### src/rtl/if_fetch_unit_pkg.sv
// Shared fetch-stage types: FSM states, queue entry layout, constants.
package if_fetch_unit_pkg;

  typedef enum logic [1:0] {
    IF_REQ     = 2'd0,
    IF_WAIT    = 2'd1,
    IF_DISCARD = 2'd2
  } if_state_e;

  typedef struct packed {
    logic [31:0] pc;
    logic [31:0] inst;
  } if_entry_t;

  localparam logic [31:0] IF_RESET_PC = 32'h0000_0000;
  localparam logic [31:0] IF_NOP      = 32'h0000_0013;

endpackage

### src/rtl/if_queue.sv
// Small synchronous FIFO of {pc, inst} pairs between fetch and decode.
// Flush wins over push/pop; pop on empty and push on full are ignored.
module if_queue
  import if_fetch_unit_pkg::*;
#(
  parameter int DEPTH = 2,
  localparam int AW = $clog2(DEPTH),
  localparam int CW = AW + 1
) (
  input  logic          clk,
  input  logic          reset,
  input  logic          push_i,
  input  if_entry_t     push_data_i,
  input  logic          pop_i,
  input  logic          flush_i,
  output logic [CW-1:0] count_o,
  output if_entry_t     head_o
);

  localparam logic [CW-1:0] FULL_C = CW'(DEPTH);

  if_entry_t       mem_q [DEPTH];
  logic [AW-1:0]   rd_q;
  logic [AW-1:0]   wr_q;
  logic [CW-1:0]   cnt_q;
  logic            do_pop;
  logic            do_push;

  assign do_pop  = pop_i && (cnt_q != '0);
  assign do_push = push_i && ((cnt_q != FULL_C) || do_pop);

  always_ff @(posedge clk) begin
    if (reset) begin
      for (int i = 0; i < DEPTH; i++) begin
        mem_q[i] <= '0;
      end
      rd_q  <= '0;
      wr_q  <= '0;
      cnt_q <= '0;
    end else if (flush_i) begin
      rd_q  <= '0;
      wr_q  <= '0;
      cnt_q <= '0;
    end else begin
      if (do_push) begin
        mem_q[wr_q] <= push_data_i;
        wr_q        <= wr_q + 1'b1;
      end
      if (do_pop) begin
        rd_q <= rd_q + 1'b1;
      end
      cnt_q <= cnt_q + CW'(do_push) - CW'(do_pop);
    end
  end

  assign count_o = cnt_q;
  assign head_o  = mem_q[rd_q];

endmodule

### src/rtl/if_fetch_unit.sv
// Instruction fetch stage: owns the PC, one outstanding imem request,
// credit-limited queue toward decode, redirect with stale-response drop.
module if_fetch_unit
  import if_fetch_unit_pkg::*;
#(
  parameter logic [31:0] RESET_PC = IF_RESET_PC,
  parameter int          DEPTH    = 2
) (
  input  logic        clk,
  input  logic        reset,
  output logic        imem_req,
  output logic [31:0] imem_addr,
  input  logic        imem_gnt,
  input  logic        imem_rvalid,
  input  logic [31:0] imem_rdata,
  input  logic        redirect,
  input  logic [31:0] redirect_pc,
  output logic        if_valid,
  output logic [31:0] if_pc,
  output logic [31:0] if_inst,
  input  logic        if_ready
);

  localparam int CW = $clog2(DEPTH) + 1;
  localparam int UW = CW + 1;
  localparam logic [UW-1:0] DEPTH_U = UW'(DEPTH);

  if_state_e     state_q, state_d;
  logic [31:0]   fetch_pc_q, fetch_pc_d;
  logic [31:0]   req_pc_q, req_pc_d;

  logic [CW-1:0] count;
  if_entry_t     head;
  if_entry_t     push_data;
  logic          push;
  logic          pop;
  logic          flush;
  logic          q_valid;
  logic          outstanding;
  logic [UW-1:0] used;
  logic          credit_ok;
  logic          granted;

  assign q_valid     = (count != '0);
  assign outstanding = (state_q != IF_REQ);
  assign used        = {1'b0, count} + {{CW{1'b0}}, outstanding};
  assign credit_ok   = (used < DEPTH_U);

  assign imem_req  = !reset && (state_q == IF_REQ) && credit_ok;
  assign imem_addr = reset ? RESET_PC : fetch_pc_q;
  assign granted   = imem_req && imem_gnt;

  assign pop       = q_valid && if_ready && !redirect;
  assign push_data = '{pc: req_pc_q, inst: imem_rdata};

  always_comb begin
    state_d    = state_q;
    fetch_pc_d = fetch_pc_q;
    req_pc_d   = req_pc_q;
    push       = 1'b0;
    flush      = 1'b0;
    if (redirect) begin
      flush      = 1'b1;
      fetch_pc_d = redirect_pc & ~32'h3;
      // a request still in flight after this edge must be thrown away
      if (granted || (outstanding && !imem_rvalid)) begin
        state_d = IF_DISCARD;
      end else begin
        state_d = IF_REQ;
      end
    end else begin
      unique case (state_q)
        IF_REQ: begin
          if (granted) begin
            req_pc_d   = fetch_pc_q;
            fetch_pc_d = fetch_pc_q + 32'd4;
            state_d    = IF_WAIT;
          end
        end
        IF_WAIT: begin
          if (imem_rvalid) begin
            push    = 1'b1;
            state_d = IF_REQ;
          end
        end
        IF_DISCARD: begin
          if (imem_rvalid) begin
            state_d = IF_REQ;
          end
        end
        default: state_d = IF_REQ;
      endcase
    end
  end

  always_ff @(posedge clk) begin
    if (reset) begin
      state_q    <= IF_REQ;
      fetch_pc_q <= RESET_PC;
      req_pc_q   <= '0;
    end else begin
      state_q    <= state_d;
      fetch_pc_q <= fetch_pc_d;
      req_pc_q   <= req_pc_d;
    end
  end

  if_queue #(
    .DEPTH (DEPTH)
  ) u_queue (
    .clk         (clk),
    .reset       (reset),
    .push_i      (push),
    .push_data_i (push_data),
    .pop_i       (pop),
    .flush_i     (flush),
    .count_o     (count),
    .head_o      (head)
  );

  assign if_valid = !reset && q_valid;
  assign if_pc    = reset ? 32'h0 : head.pc;
  assign if_inst  = reset ? 32'h0 : head.inst;

endmodule

### config.mk
export PLATFORM = sky130hd
export DESIGN_NAME = if_fetch_unit
export DESIGN_NICKNAME = d
export VERILOG_FILES = /design/src/rtl/if_fetch_unit_pkg.sv /design/src/rtl/if_queue.sv /design/src/rtl/if_fetch_unit.sv
export SDC_FILE = /design/constraint.sdc
export NUM_CORES = 1
export LEC_CHECK = 0
export CORE_AREA = 4 4 178 180
export CTS_BUF_LIST = sky130_fd_sc_hd__clkbuf_4
export CTS_CLUSTER_SIZE = 10
export DETAILED_ROUTE_END_ITERATION = 16
export DIE_AREA = 0 0 182 184
export SLEW_MARGIN = 25
export SYNTH_ARGS = -nofsm -noshare
export SYNTH_HDL_FRONTEND = slang
export SYNTH_SLANG_ARGS = --single-unit
### constraint.sdc
create_clock -name clk -period 4.9 [get_ports clk]
set_clock_uncertainty 0.05 [all_clocks]
set_input_delay 0.98 -clock clk [delete_from_list [all_inputs] [get_ports clk]]
set_output_delay 0.98 -clock clk [all_outputs]
set_load 0.02 [all_outputs]
== After elaboration in Yosys (flattened, before gate mapping) ==
Memories as Yosys holds them, arrays and structs flattened. A register that Yosys moved wholly into a read port is not among the register bits.
Cells that the tools add are included.

* Add/subtract/negate cells: 6
* $mul: 0
* Div/mod/pow operators: 0
* Order comparisons: 1
* Equality and inequality tests: 5
* Shift operators: 0
* Multiplexer cells: 26
* Bitwise operators: 1
* Reduce and logical (&&, ||, !) cells: 27

{| class="wikitable"
|+ Operators with widths
! kind !! number
|-
| $mux W32 || 6
|-
| $mux W64 || 1
|-
| $reduce_or A64 Y1 || 1
|-
| $add A32 B3 Y32 const B || 1
|-
| $mux W1 || 14
|-
| $logic_and A1 B1 Y1 || 9
|-
| $mux W2 || 4
|-
| $reduce_bool A2 Y1 || 4
|-
| $reduce_and A2 Y1 || 3
|-
| $reduce_or A2 Y1 || 3
|-
| $pmux W2 S2 || 1
|-
| $add A2 B1 Y3 || 1
|-
| $logic_not A1 Y1 || 3
|-
| $lt A3 B2 Y1 const B || 1
|-
| $ne A3 B1 Y1 const B || 1
|-
| $ne A3 B3 Y1 const B || 1
|-
| $reduce_and A3 Y1 || 1
|-
| $add A1 B1 Y1 const B || 2
|-
| $add A2 B1 Y2 || 1
|-
| $eq A2 B1 Y1 const B || 1
|-
| $eq A2 B2 Y1 const B || 1
|-
| $logic_not A2 Y1 || 1
|-
| $logic_or A1 B1 Y1 || 2
|-
| $ne A2 B2 Y1 const B || 1
|-
| 2 further kinds || 2
|}

* Bits in registers: 70
* Bits in latches: 0
* Bits in writable memories: 128
* Memory bits (read-only): 0
* Input port bits: 70
* Output and inout port bits: 98
* Logic and storage cells: 74
* Memories: 1

{| class="wikitable"
|+ Memories
! memory !! words !! bits a word !! rd ports !! clocked after Yosys merged registers in !! write ports !! RTL line !! RTL
|-
| u_queue.mem_q || 2 || 64 || 1 || 1 || 2 || if_queue.sv:22 || <nowiki>if_entry_t mem_q [DEPTH];</nowiki>
|}

== Longest topological paths before layout ==
* Depth after elaboration: 12
* Mapped depth: 10
* Gate-level depth less buffers: 8

== Modules after synthesis ==
From an unflattened synthesis, not the netlist that was laid out.

* Cell total of the unflattened synthesis: 873
* Area, all modules: 9545.4 µm²

{| class="wikitable"
|+ Modules (own cells, without submodules)
! module !! times used !! cells an instance !! area each (µm²) !! seq. area each (µm²)
|-
| if_queue || 1 || 366 || 5828.1 || 3943.8
|-
| if_fetch_unit || 1 || 507 || 3717.3 || 1241.2
|}

== Worst setup path after synthesis ==
OpenSTA, ideal clock, no wires.

* Path type: input port to flip-flop
* From: in reset
* To: mem u_queue.mem_q[0][0] (netlist name), enable pin
* Library setup time: 419 ps
* Data arrival time: 2994 ps
* Data required time: 4431 ps
* Setup slack: 1437 ps
* Stages on the path: 4
* Buffers on the path: 3
* Path through: buf_2 -> clkbuf_1 -> clkbuf_1 -> a21o_1

{| class="wikitable"
|+ RTL lines
! what !! RTL line !! RTL
|-
| from (decl) || if_fetch_unit.sv:10 || <nowiki>input logic reset,</nowiki>
|-
| to (decl) || if_queue.sv:22 ||
|}

== Worst setup path after layout ==
* From: in reset
* To: out imem_addr[23]

* Longest elaborated chain between the ends: 1

{| class="wikitable"
|+ RTL lines
! what !! RTL line !! RTL
|-
| $mux W32 || if_fetch_unit.sv:50 || <nowiki>assign imem_addr = reset ? RESET_PC : fetch_pc_q;</nowiki>
|-
| to (decl) || if_fetch_unit.sv:12 || <nowiki>output logic [31:0] imem_addr,</nowiki>
|}

No other way between the ends.

==> impl_metrics.py <==
metrics = {
    "critical_path": {
        "cpMaxStageDelayCell": "buf_4",
        "crit_path_start_kind": "input pin",
        "reg2reg_depth": 7,
        "path_cells": "buf_4, buf_12, nor2_1, clkdlybuf4s50_1",
        "crit_buf_inv": 3,
        "critPathCaptureType": "primary output",
        "crit_path_max_fanout": 89,
        "worstPathRequired_ns": 3.87,
        "slowest_delay_ns": 0.70,
        "timing.rr.start": "state_q[1]",
        "worstPathArrival_ns": 2.75,
        "crit_type": "in -> out",
        "cp_top_family": "buffers and inverters",
        "r2r_slack_ns": 2.44,
        "crit-reg2reg-capture": "fetch_pc_q[27]",
    },
    "power_and_ir_drop": {
        "totalPowerFinal_w": 0.003066,
        "power_switching_w": 0.0008134,
        "power_density_nw_per_um2": 273.9,
        "pwr-share-clk_pct": 30.5,
        "power.leakage_nw": 3.928,
        "ir_drop_v": 0.0001626,
        "share_comb_of_total_power_pct": 10.5,
        "p_seq_share_pct": 59.0,
        "switching_share_pct": 26.53,
        "p_int_w": 0.002252,
    },
    "yosys": {
        "synthFlopType": "edfxtp_1",
        "synth.distinct_cells": 44,
        "synth-edff-count": 124,
        "yosysWarnings": 0,
        "synth-xor-area-share_pct": 2.657,
        "synth_top_family_by_area": "simple AND/OR/NAND/NOR gates",
        "synthAdderAreaFrac_pct": 0.7029,
        "synthSimpleGateAreaFrac_pct": 22.33,
        "synth_seq_cells": 191,
        "postSynthAreaPerCell_um2": 10.62,
        "syn_area_um2": 8900,
        "syn_inst": 838,
        "synth_compound_area_share_pct": 5.694,
        "async_flop_share_pct": 0,
        "synthMuxAreaShare_pct": 7.648,
        "yosysSeqAreaShare_pct": 56.91,
    },
    "routing": {
        "wire_per_inst_um": 15.23,
        "dr.pass1.iters": 4,
        "vias": 6137,
        "via_per_inst": 4.457,
        "drtIter0Drc": 333,
        "route.final.wire_length_um": 20970,
        "ant_nets": 0,
        "drc_errors": 0,
    },
    "min_path": {
        "hold_depth": 2,
        "holdCritStartpoint": "req_pc_q[2]",
        "hp-class": "reg -> reg",
        "min_to": "req_pc_q[2]",
    },
    "global_route": {
        "grt_use_total_pct": 12.25,
        "overflow": 0,
        "grt_max_degree": 90,
        "grt_pass1_vias": 5956,
        "grt_pass1_wl_um": 32380,
        "antenna_found_initial": 1,
    },
    "clock_tree": {
        "post_cts_buffers": 0,
        "cts-htree-levels": 4,
        "clk_pin_slew_ns": 0.18,
        "post_cts_resize_count": 0,
        "cts_tree": "yes",
        "root_buffer": "clkbuf_4",
        "cts_buffers": 17,
        "clockBufferDepth": 2,
        "cts_sinks": 191,
        "clk_latency_ns": 0.56,
        "cts_hold_buf": 0,
    },
    "timing": {
        "hold_viol": 0,
        "setup_viol": 0,
        "timing.final.ws_setup_ns": 1.124,
        "fin_hold_ws_ns": 0.4197,
        "drv_slew": 0,
        "slew-limit-headroom_pct": 32.89,
        "tightest_slew_ns": 1.007,
        "period_needed_ns": 3.776,
        "grt_setup_unrepaired": "false",
        "fin_crit_sh_pct": 77.07,
        "tns_ns": 0,
        "max_freq_ghz": 0.2648,
    },
    "floorplanning": {
        "rows": 64,
        "ioPinCount": 168,
        "dieArea_um2": 33490,
        "start_util_pct": 29.48,
        "die_h_um": 184,
        "chipWidth_um": 182,
        "coreArea_um2": 30190,
    },
    "cells_and_area": {
        "nFillCells": 2998,
        "most-common-layout-cells": "clkdlybuf4s50_1, and2_1, edfxtp_1",
        "layout_commonest_cell": "clkdlybuf4s50_1",
        "fin_area_um2": 11190,
        "area_growth_pct": 25.77,
        "final_layout_size_suffix_gt1_share_pct": 5.816,
        "final_nets": 1042,
    },
    "placement": {
        "pre_cts_ws_ns": 1.076,
        "dp_hpwl_um": 13670,
        "post_dp_cell_area_um2": 10860,
        "port_buffers": 161,
        "place_congestion": 0.7471,
    },
    "flow_run": {
        "max-cap-violations": 0,
    },
    "status": {
        "status": "complete, no violations",
    },
}
-- worst min-delay path, cell delays in order (launching register included) --
cell and delay [ns]:
dfxtp_1 0.35, nand2_1 0.05, a21oi_1 0.05
-- routing by layer --
layer | GRT usage, % | wire length [um] | vias to the layer above
li1 | - | - | 3095
met1 | 17.13 | 10410 | 2887
met2 | 19.53 | 9475 | 140
met3 | 2.552 | 890 | 15
met4 | 3.062 | 191 | 0
met5 | 0 | 0 | -
-- power groups by stage --
stage	Sequential (W)	Combinational [W]	Clock [W]
finish	0.00181	0.000322	0.000935
global route	0.00182	0.000351	0.00104
CTS	0.00181	0.000328	0.000980
detailed placement	0.00185	0.000327	0
global placement	0.00184	0.000324	0
floorplan	0.00183	0.000175	0
-- synthesized netlist by cell type (all sizes together) (5+ instances only) --
| master | n | area, um2 |
|---|---|---|
| xor2 | 8 | 70.07 |
| ha | 5 | 62.56 |
| nand4 | 12 | 96.34 |
| mux2i | 68 | 680.7 |
| nand2 | 74 | 277.8 |
| nor3b | 6 | 50.05 |
| o22ai | 7 | 43.79 |
| and3 | 8 | 50.05 |
| dfxtp | 67 | 1341 |
| xnor2 | 19 | 166.4 |
| nor2 | 83 | 311.6 |
| nor2b | 30 | 187.7 |
| a21oi | 53 | 265.3 |
| and2 | 130 | 813.3 |
| nand3 | 6 | 30.03 |
| o31a | 5 | 43.79 |
| clkbuf | 43 | 161.4 |
| o21a | 14 | 105.1 |
| o21ai | 5 | 25.02 |
| buf | 21 | 106.4 |
| edfxtp | 124 | 3724 |
| inv | 24 | 90.09 |
-- how the worst max path moves through the flow --
stage / start / endpoint / cells after the start
floorplan: reset / u_queue.mem_q[0][0] / 4
global placement: reset / imem_addr[29] / 4
detailed placement: reset / imem_addr[26] / 4
CTS: reset / imem_addr[26] / 4
global route: reset / imem_addr[28] / 4
finish: reset / imem_addr[23] / 4
-- registers in the layout, indices dropped and copies added (netlist names), named ones only --
name	flops
req_pc_q	30
u_queue.count_o	2
state_q	2
u_queue.wr_q	1
u_queue.mem_q	124
fetch_pc_q	30
u_queue.rd_q	1
-- metrics by stage --
step,std cells,util (%)
2_1_floorplan,841,-
3_3_place_gp,1344,35.97
3_5_place_dp,1344,35.99
4_1_cts,1376,37.07
5_1_grt,1377,37.08
6_report,1377,37.08
-- layout make-up --
class	count	area, um2	share of cell area (%)
antenna	1	2.502	0.02236
clock buffer	17	127.6	1.140
clock inverter	15	198.9	1.777
inverter	24	90.09	0.8048
multi-input combinational	562	3518	31.43
sequential	191	5069	45.28
tap	396	495.5	4.427
timing repair buffer	171	1692	15.11
-- kinds of logic after synthesis --
kind of cell             count (synthesis)
AND/OR/NAND/NOR                        371
adder cells (fa/ha/maj)                  5
flip-flops                             191
XOR/XNOR                                27
other                                    1
multiplexers                            68
buffers and inverters                   88
AO/OA/AOI/OAI                           87
No activity file was read; power rests on OpenSTA's default activity.
